### src/rtl/axis_pkg.sv
// Shared AXI-Stream sample types and the frame packer state encoding.
package axis_pkg;

    typedef struct packed {
        logic signed [15:0] re;
        logic signed [15:0] im;
    } sample_t_int;

    typedef sample_t_int sample_t;

    typedef enum logic [1:0] {
        FILL = 2'b00,
        PAD  = 2'b01,
        DROP = 2'b10
    } pack_state_t;

endpackage

### src/rtl/axis_out_reg.sv
// Single-entry AXI-Stream holding register: BUS_NUM lanes plus last, with valid/ready.
module axis_out_reg
    import axis_pkg::*;
#(
    parameter int BUS_NUM = 2
) (
    input  logic        clk,
    input  logic        rst_n,
    input  logic        i_load,
    input  sample_t_int i_data [BUS_NUM],
    input  logic        i_last,
    input  logic        i_ready,
    output logic        o_valid,
    output logic        o_last,
    output sample_t_int o_data [BUS_NUM],
    output logic        o_free
);

    logic        r_valid;
    logic        r_last;
    sample_t_int r_data [BUS_NUM];

    // Caller only asserts i_load when o_free, so a load always wins over a drain.
    always_ff @(posedge clk or negedge rst_n) begin
        if (!rst_n) begin
            r_valid <= 1'b0;
            r_last  <= 1'b0;
            r_data  <= '{default: '0};
        end else if (i_load) begin
            r_valid <= 1'b1;
            r_last  <= i_last;
            r_data  <= i_data;
        end else if (i_ready) begin
            r_valid <= 1'b0;
        end
    end

    assign o_valid = r_valid;
    assign o_last  = r_last;
    assign o_data  = r_data;
    assign o_free  = !r_valid || i_ready;

endmodule

### src/rtl/axis_frame_packer.sv
// Packs BUS_NUM serial samples per output beat and repairs frames to exactly FFT_SIZE samples.
module axis_frame_packer
    import axis_pkg::*;
#(
    parameter int FFT_SIZE = 8192,
    parameter int BUS_NUM  = 2,
    parameter int BEAT_AW  = $clog2(FFT_SIZE / BUS_NUM),
    parameter int LANE_AW  = $clog2(BUS_NUM)
) (
    input  logic        clk,
    input  logic        rst_n,
    input  logic        in_tvalid,
    output logic        in_tready,
    input  logic        in_tlast,
    input  sample_t_int in_tdata,
    output logic        out_tvalid,
    input  logic        out_tready,
    output logic        out_tlast,
    output sample_t_int out_tdata [BUS_NUM],
    output logic        err_short,
    output logic        err_long,
    output logic [15:0] frame_cnt
);

    localparam int BEATS = FFT_SIZE / BUS_NUM;

    pack_state_t         r_state, w_state_nx;
    logic [LANE_AW-1:0]  r_lane_idx, w_lane_nx;
    logic [BEAT_AW-1:0]  r_beat_cntr, w_beat_nx;
    sample_t_int         r_pack [BUS_NUM-1];
    logic                r_rdy_en;
    logic                r_err_short, r_err_long;
    logic [15:0]         r_frame_cnt;

    sample_t_int         w_beat [BUS_NUM];
    logic                w_load, w_pack_wr, w_pack_clr;
    logic                w_err_s, w_err_l, w_tready;
    logic                w_free, w_last_lane, w_last_beat;

    assign w_last_lane = (r_lane_idx == LANE_AW'(BUS_NUM - 1));
    assign w_last_beat = (r_beat_cntr == BEAT_AW'(BEATS - 1));

    always_ff @(posedge clk or negedge rst_n) begin
        if (!rst_n) r_state <= FILL;
        else        r_state <= w_state_nx;
    end

    // Pack lanes above r_lane_idx are always zero (cleared on every load), so the
    // pack itself doubles as the zero-filled partial beat when a short frame ends
    // while the output is blocked; PAD then emits it as its first beat.
    always_comb begin
        w_state_nx = r_state;
        w_lane_nx  = r_lane_idx;
        w_beat_nx  = r_beat_cntr;
        w_load     = 1'b0;
        w_pack_wr  = 1'b0;
        w_pack_clr = 1'b0;
        w_err_s    = 1'b0;
        w_err_l    = 1'b0;
        w_tready   = 1'b0;
        w_beat     = '{default: '0};
        for (int unsigned i = 0; i < BUS_NUM - 1; i++) w_beat[i] = r_pack[i];

        case (r_state)
            FILL: begin
                w_tready = r_rdy_en && !(w_last_lane && out_tvalid && !out_tready);
                for (int unsigned i = 0; i < BUS_NUM; i++)
                    if (LANE_AW'(i) == r_lane_idx) w_beat[i] = in_tdata;
                if (in_tvalid && w_tready) begin
                    w_err_s = in_tlast && !(w_last_lane && w_last_beat);
                    if (w_last_lane || (in_tlast && w_free)) begin
                        w_load     = 1'b1;
                        w_pack_clr = 1'b1;
                        w_lane_nx  = '0;
                        w_beat_nx  = r_beat_cntr + 1'b1;
                        if (w_last_beat && !in_tlast) begin
                            w_err_l    = 1'b1;
                            w_state_nx = DROP;
                        end else if (!w_last_beat && in_tlast) begin
                            w_state_nx = PAD;
                        end
                    end else if (in_tlast) begin
                        w_pack_wr  = 1'b1;
                        w_lane_nx  = '0;
                        w_state_nx = PAD;
                    end else begin
                        w_pack_wr = 1'b1;
                        w_lane_nx = r_lane_idx + 1'b1;
                    end
                end
            end
            PAD: begin
                if (w_free) begin
                    w_load     = 1'b1;
                    w_pack_clr = 1'b1;
                    w_beat_nx  = r_beat_cntr + 1'b1;
                    if (w_last_beat) w_state_nx = FILL;
                end
            end
            DROP: begin
                w_tready = r_rdy_en;
                if (in_tvalid && w_tready && in_tlast) w_state_nx = FILL;
            end
            default: w_state_nx = FILL;
        endcase
    end

    always_ff @(posedge clk or negedge rst_n) begin
        if (!rst_n) begin
            r_lane_idx  <= '0;
            r_beat_cntr <= '0;
            r_pack      <= '{default: '0};
            r_rdy_en    <= 1'b0;
            r_err_short <= 1'b0;
            r_err_long  <= 1'b0;
            r_frame_cnt <= '0;
        end else begin
            r_lane_idx  <= w_lane_nx;
            r_beat_cntr <= w_beat_nx;
            r_rdy_en    <= 1'b1;
            r_err_short <= w_err_s;
            r_err_long  <= w_err_l;
            for (int unsigned i = 0; i < BUS_NUM - 1; i++) begin
                if (w_pack_clr)
                    r_pack[i] <= '0;
                else if (w_pack_wr && LANE_AW'(i) == r_lane_idx)
                    r_pack[i] <= in_tdata;
            end
            if (out_tvalid && out_tready && out_tlast)
                r_frame_cnt <= r_frame_cnt + 1'b1;
        end
    end

    axis_out_reg #(
        .BUS_NUM (BUS_NUM)
    ) u_out_reg (
        .clk     (clk),
        .rst_n   (rst_n),
        .i_load  (w_load),
        .i_data  (w_beat),
        .i_last  (w_last_beat),
        .i_ready (out_tready),
        .o_valid (out_tvalid),
        .o_last  (out_tlast),
        .o_data  (out_tdata),
        .o_free  (w_free)
    );

    assign in_tready = w_tready;
    assign err_short = r_err_short;
    assign err_long  = r_err_long;
    assign frame_cnt = r_frame_cnt;

endmodule

### config.mk
export PLATFORM = sky130hd
export DESIGN_NAME = axis_frame_packer
export DESIGN_NICKNAME = d
export VERILOG_FILES = /design/src/rtl/axis_pkg.sv /design/src/rtl/axis_out_reg.sv /design/src/rtl/axis_frame_packer.sv
export SDC_FILE = /design/constraint.sdc
export NUM_CORES = 1
export LEC_CHECK = 0
export CAP_MARGIN = 20
export CORE_ASPECT_RATIO = 0.5
export CORE_MARGIN = 1.5
export CORE_UTILIZATION = 23
export CTS_CLUSTER_DIAMETER = 80
export DETAILED_ROUTE_END_ITERATION = 12
export PLACE_DENSITY = 0.46
export RECOVER_POWER = 25
export SLEW_MARGIN = 40
export SYNTH_ARGS = -nofsm -noshare
export SYNTH_HDL_FRONTEND = slang
export SYNTH_SLANG_ARGS = --single-unit
### constraint.sdc
create_clock -name clk -period 3.15 [get_ports clk]
set_clock_uncertainty 0.05 [all_clocks]
set_input_delay 0.4725 -clock clk [delete_from_list [all_inputs] [get_ports clk]]
set_output_delay 0.4725 -clock clk [all_outputs]
set_load 0.01 [all_outputs]
==> results.py, run 1 <==
metrics = {
    "outcome": {
        "outcome": "finished, violations left",
        "violations": "max-capacitance violations, max-slew violations",
    },
    "setup_path": {
        "start_kind": "input pin",
        "slowest_stage": "dlygate4sd3_1",
        "r2r-start": "r_lane_idx$_DFFE_PN0P_",
        "critPathKind": "input pin to primary output",
        "cp_max_fo": 6,
        "startpoint": "out_tready",
        "critPathBufInv": 2,
        "cp.depth": 4,
        "reg2reg_to": "r_beat_cntr[11]$_DFFE_PN0P_",
        "crit_path_end_kind": "primary output",
        "cp_data_required_time_ns": 2.63,
        "critPathArrivalTime_ns": 2.12,
        "worstPathCellList": "dlygate4sd3_1, nand2b_1, o211a_1, clkdlybuf4s50_1",
        "ff2ff_setup_slack_ns": 0.94,
        "crit_family": "buffers and inverters",
        "rr_worst_depth": 4,
        "max_stage_delay_ns": 0.63,
        "endpoint": "in_tready",
    },
    "synth": {
        "syn_area_um2": 5610,
        "synth_cell_type_count": 35,
        "synth_fa_ha_area_frac": 0.00446,
        "synth_compound_area_frac": 0.0829,
        "synth.avg_cell_area_um2": 9.80,
        "synth_warnings": 0,
        "synthSimpleGateAreaFrac": 0.195,
        "synthFlopType": "dfrtp_1",
        "synth_top_cell_by_area": "dfrtp_1",
        "synth_seq_cells": 132,
        "muxShareOfSynthArea": 0.0591,
        "synth_enable_flop_cells": 0,
        "synthCells": 573,
        "async_flop_share": 1.00,
        "ys_seq_area_frac": 0.588,
        "synth-xor-area-share": 0.0406,
        "synth_area_leaders": "dfrtp_1 59%, nand2_1 12%, mux2i_1 5.7%",
        "synth_top_family_by_area": "simple AND/OR/NAND/NOR gates",
        "syn_nets": 612,
        "synth_top_area_frac": 0.588,
    },
    "routing": {
        "drcViolationCount": 0,
        "wire_per_inst_um": 14.8,
        "vias_per_cell": 4.28,
        "vias": 4388,
        "wl_mm": 15.2,
        "drt-initial-drc-count": 290,
        "ant_nets": 0,
        "dr.pass1.iters": 4,
    },
    "floorplan": {
        "io_pins": 122,
        "row_count": 40,
        "die_w_um": 224,
        "coreArea_um2": 24000,
        "die_y_um": 113,
        "start_util": 0.234,
        "fp.dieArea_um2": 25400,
    },
    "global_routing": {
        "grt_remaining_overflow": 0,
        "track_usage": 0.126,
        "grt_pass1_vias": 4343,
        "grt_max_degree": 66,
        "antenna_found_initial": 0,
        "grt_pass1_wl_mm": 24.6,
    },
    "run": {
        "maxCapViolCount": 1,
    },
    "sta": {
        "rsz0062_at_grt": "no",
        "slew_headroom": -0.0507,
        "drv_slew": 59,
        "tightest_slew_ns": 1.58,
        "hold_slack_ns": 0.416,
        "finalHoldViolCount": 0,
        "setup_viol": 0,
        "fmax_ghz": 0.379,
        "min_period_ns": 2.64,
        "finalCritPeriodShare": 0.838,
        "tns_ns": 0,
    },
    "final_layout": {
        "diodes": 0,
        "area_growth_pct": 41.3,
        "nets": 736,
        "n_fill_cell": 2469,
        "layout-drive-gt1-share": 0.0775,
        "final_area_um2": 7930,
    },
    "placement": {
        "routabilityCongestion": 0.770,
        "placed_area_um2": 7310,
        "port_buffers": 121,
        "hpwlAfterDp_mm": 10.3,
    },
    "power_and_ir_drop": {
        "vdd_drop_max_mv": 0.394,
        "p_leak_nw": 3.34,
        "powerDensity_nw_per_um2": 552,
        "total_power_mw": 4.38,
    },
    "cts": {
        "cts_max_level": 4,
        "clockBufferDepth": 2,
        "clock-sinks": 132,
        "cts_root_buffer": "clkbuf_16",
        "cts_setup_buffers": 0,
        "cts_tree": "built",
        "hold_buffers": 1,
        "cts_resized": 0,
        "cts.clk_slew.worst_paths_ns": 0.06,
        "numCtsBuffers": 17,
        "clk_latency_ns": 0.42,
    },
    "min_path": {
        "whs_path_depth": 2,
        "hold_class": "flop to flop",
    },
}
[layer usage]
layer,wire length (um),GRT usage,up-vias
li1,-,-,2170
met1,7290,0.166,2133
met2,7170,0.198,63
met3,434,0.0309,22
met4,270,0.0505,0
met5,0,0,-
[power by group]
group / internal, mW / switching, mW
logic: 0.183 / 0.225
registers: 1.78 / 0.107
clock network: 1.28 / 0.806
[worst min path at each step]
stage,startpoint,end,slack [ns]
2_1_floorplan,rst_n,err_long$_DFF_PN0_,0.13
3_3_place_gp,u_out_reg.o_data[0]$_DFFE_PN0P_,u_out_reg.o_data[0]$_DFFE_PN0P_,0.40
3_5_place_dp,u_out_reg.o_data[0]$_DFFE_PN0P_,u_out_reg.o_data[0]$_DFFE_PN0P_,0.41
4_1_cts,u_out_reg.o_data[0]$_DFFE_PN0P_,u_out_reg.o_data[0]$_DFFE_PN0P_,0.42
5_1_grt,u_out_reg.o_data[0]$_DFFE_PN0P_,u_out_reg.o_data[0]$_DFFE_PN0P_,0.43
6_report,u_out_reg.o_data[0]$_DFFE_PN0P_,u_out_reg.o_data[0]$_DFFE_PN0P_,0.42
[per-stage QoR]
stage	setup slack, ns	util	instances
global placement	0.432	0.305	992
CTS	0.565	0.331	1025
detailed placement	0.382	0.305	992
global route	0.434	0.331	1025
floorplan	1.34	-	573
finish	0.511	0.331	1025
[tightest hold or removal path: cells and delay by family, from the launching register on]
| family | cells | cell delay, ns |
|---|---|---|
| simple gates | 2 | 0.10 |
| flops | 1 | 0.34 |
[registers in the layout, indices dropped and copies added (netlist names)]
register	flops
u_out_reg.o_valid	1
u_out_reg.o_last	1
u_out_reg.o_data	64
err_long	1
r_state	2
r_lane_idx	1
err_short	1
frame_cnt	16
r_rdy_en	1
r_pack	32
r_beat_cntr	12
[cell usage after synthesis, drive strengths merged, types with 2 or more instances]
cell,n
nand2,174
xnor2,14
nor4,4
or4,2
nand4,6
a21oi,35
nand3,48
ha,2
o21ai,35
dfrtp,132
o31ai,2
o211ai,3
inv,6
and3,4
nor3,7
nand2b,2
clkbuf,17
xor2,12
mux2i,32
buf,15
a211o,2
nor2,8
[layout make-up]
class | instances | area [um2] | area share
clock buffer | 18 | 439 | 0.0554
clock inverter | 14 | 176 | 0.0222
inverter | 6 | 22.5 | 0.00284
multi-input combinational | 403 | 2190 | 0.277
sequential | 132 | 3300 | 0.416
tap | 315 | 394 | 0.0497
timing repair buffer | 137 | 1400 | 0.177
[layout by cell type, fill, tap and decap left out, types with 2 or more instances in the layout]
master,count
or4_1,2
nand2b_1,2
clkdlybuf4s50_1,119
nand3_1,48
o31ai_1,2
nor2_1,6
mux2i_1,32
xnor2_1,14
dfrtp_1,132
bufinv_16,3
a21oi_1,35
dlygate4sd3_1,2
nor4_1,4
o211ai_1,3
inv_6,3
inv_1,6
o21ai_0,35
clkbuf_16,17
buf_4,9
nand2_1,174
clkinv_2,3
and3_1,4
ha_1,2
nor2_4,2
nor3_1,7
clkinv_4,3
buf_12,6
xor2_1,12
nand4_1,6
[cells by family (layout without fill, tap and decap cells)]
logic type	count (synthesis)	count (layout)
multiplexers	33	33
flip-flops	132	132
AND/OR/NAND/NOR	258	258
adder cells (fa/ha/maj)	2	2
other	1	1
AO/OA/AOI/OAI	83	83
buffers and inverters	38	175
XOR/XNOR	26	26
(Power assumes the default switching activity.)
==> inputs of run 2 (changes only) <==
--- a/config.mk
+++ b/config.mk
@@ -11,7 +11,7 @@
 export CORE_UTILIZATION = 23
 export CTS_CLUSTER_DIAMETER = 80
 export DETAILED_ROUTE_END_ITERATION = 12
-export PLACE_DENSITY = 0.46
+export PLACE_DENSITY = 0.47
 export RECOVER_POWER = 25
 export SLEW_MARGIN = 40
 export SYNTH_ARGS = -nofsm -noshare
==> constraint.sdc (replaced) <==
create_clock -name clk -period 2.23 [get_ports clk]
set_clock_uncertainty 0.05 [all_clocks]
set_input_delay 0.3345 -clock clk [delete_from_list [all_inputs] [get_ports clk]]
set_output_delay 0.3345 -clock clk [all_outputs]
set_load 0.01 [all_outputs]
==> run 2 against run 1 <==
The flow now finishes without violations. Highest routed layer unchanged. Largest power group unchanged. Count of clock-buffer cells in the layout increased by 4. Critical path type is now flop to primary output. Non-clock buffer count is 9 higher. Design area is 0.76% higher. Core utilization rose by 0.25 points. Sequential share of layout area decreased by 0.30 points. Wire length increased by 0.51%.
==> results.py, run 2 (synthesis gave the netlist of run 1 again) <==
metrics = {
    "outcome": {
        "outcome": "completed",
    },
    "sta": {
        "fmax_ghz": 0.468,
        "slew_headroom": 0.200,
        "rsz0062_at_grt": "no",
        "tightest_slew_ns": 1.20,
        "drv_slew": 0,
        "finalCritPeriodShare": 0.958,
        "min_period_ns": 2.14,
        "finalHoldViolCount": 0,
        "hold_slack_ns": 0.347,
        "setup_viol": 0,
    },
    "placement": {
        "port_buffers": 121,
        "routabilityCongestion": 0.776,
        "place_inst": 1001,
        "hpwlAfterDp_mm": 10.3,
    },
    "global_routing": {
        "track_usage": 0.126,
        "grt_pass1_vias": 4425,
        "grt_remaining_overflow": 0,
        "antenna_found_initial": 0,
        "grt_pass1_wl_mm": 24.5,
        "grt_max_degree": 95,
    },
    "power_and_ir_drop": {
        "p_leak_nw": 3.37,
        "powerDensity_nw_per_um2": 760,
        "vdd_drop_max_mv": 0.526,
        "total_power_mw": 6.07,
    },
    "run": {
        "maxCapViolCount": 0,
    },
    "final_layout": {
        "layout-drive-gt1-share": 0.0826,
        "diodes": 0,
        "final_cell_mix": "174 x nand2_1, 131 x dfrtp_1, 119 x clkdlybuf4s50_1",
        "fin_util": 0.333,
        "final_cells": 1029,
        "layout_commonest_cell": "nand2_1",
        "largest_register_ffs": 64,
        "nets": 745,
        "area_growth_pct": 42.4,
        "n_fill_cell": 2423,
    },
    "cts": {
        "cts_setup_buffers": 0,
        "cts_tree": "built",
        "numCtsBuffers": 17,
        "cts_max_level": 4,
        "cts_root_buffer": "clkbuf_16",
        "clk_latency_ns": 0.42,
        "clockBufferDepth": 2,
        "cts.clk_slew.worst_paths_ns": 0.06,
        "clock-sinks": 132,
    },
    "setup_path": {
        "cp_max_fo": 9,
        "critPathArrivalTime_ns": 1.75,
        "ff2ff_setup_slack_ns": 0.35,
        "rr_worst_depth": 5,
        "endpoint": "in_tready",
        "cp_data_required_time_ns": 1.85,
        "r2r-start": "r_state[1]$_DFFE_PN0P_",
        "reg2reg_to": "r_pack[14]$_DFFE_PN0P_",
        "startpoint": "r_lane_idx$_DFFE_PN0P_",
        "start_kind": "flop",
        "crit_path_end_kind": "primary output",
        "critPathKind": "flop to primary output",
    },
    "routing": {
        "ant_nets": 0,
        "dr.pass1.iters": 5,
        "vias": 4466,
        "vias_per_cell": 4.34,
        "wl_mm": 15.2,
        "drt-initial-drc-count": 254,
        "wire_per_inst_um": 14.8,
        "drcViolationCount": 0,
    },
    "floorplan": {
        "start_util": 0.234,
        "die_w_um": 224,
        "io_pins": 122,
        "coreArea_um2": 24000,
        "row_count": 40,
        "fp.dieArea_um2": 25400,
        "die_y_um": 113,
    },
    "min_path": {
        "hold_class": "input pin to flop",
    },
}
run 2: cell types whose count changed in the layout (fill, tap and decap cells not counted), sizes merged:
cell / previous run / this run
buf: 15 / 23
inv: 10 / 6
clkinvlp: 1 / 0
clkinv: 6 / 2
dlymetal6s2s: 0 / 1
clkbuf: 19 / 24
dlygate4sd3: 2 / 1
run 2: how the worst min path moves through the flow:
stage,cells past startpoint,slack (ns),from,to
floorplan,0,-0.01,rst_n,err_long$_DFF_PN0_
CTS,2,0.37,rst_n,r_pack[24]$_DFFE_PN0P_
finish,3,0.35,out_tready,u_out_reg.o_valid$_DFFE_PN0P_
global route,3,0.35,out_tready,u_out_reg.o_valid$_DFFE_PN0P_
global placement,1,0.26,rst_n,u_out_reg.o_data[24]$_DFFE_PN0P_
detailed placement,1,0.26,rst_n,u_out_reg.o_data[27]$_DFFE_PN0P_
run 2: layout make-up:
cell class                 count  area [um2]  share of cell area
sequential                   132        3300               0.413
tap                          315         394              0.0493
clock inverter                 5         104              0.0130
inverter                       6        22.5             0.00282
clock buffer                  22         464              0.0581
multi-input combinational    403        2210               0.276
timing repair buffer         146        1500               0.187
run 2: per-stage QoR:
| step | setup WS [ns] | instance area, um2 | TNS (ns) |
|---|---|---|---|
| 4_1_cts | 0.00959 | 8000 | 0 |
| 2_1_floorplan | 0.422 | 5610 | 0 |
| 3_3_place_gp | -0.119 | 7410 | -0.837 |
| 5_1_grt | 0.00245 | 7990 | 0 |
| 6_report | 0.0944 | 7990 | 0 |
| 3_5_place_dp | -0.112 | 7410 | -1.40 |
run 2: what timing repair did:
action                                 in CTS  in global routing
resized for setup                           3                  3
hold buffers                                1                  0
endpoints found under the hold margin      41                  0
setup endpoints to repair                   1                  1
run 2: layer usage:
layer  global-route usage  up-vias  wire [um]
met5                    0        -          0
met4               0.0414        0        177
met3               0.0343       12        520
met2                0.205       80       7300
met1                0.163     2178       7240
li1                     -     2196          -
run 2: power breakdown:
group          internal, mW  switching (mW)  leakage, nW
clock                  1.79            1.01        0.278
combinational         0.281           0.338         1.31
sequential             2.52           0.138         1.79
run 2: worst max-delay path: stages, from the launching register on:
cell and delay (ns):
dfrtp_1 0.38, buf_4 0.18, nand2b_4 0.10, o211a_1 0.14
clkdlybuf4s50_1 0.53
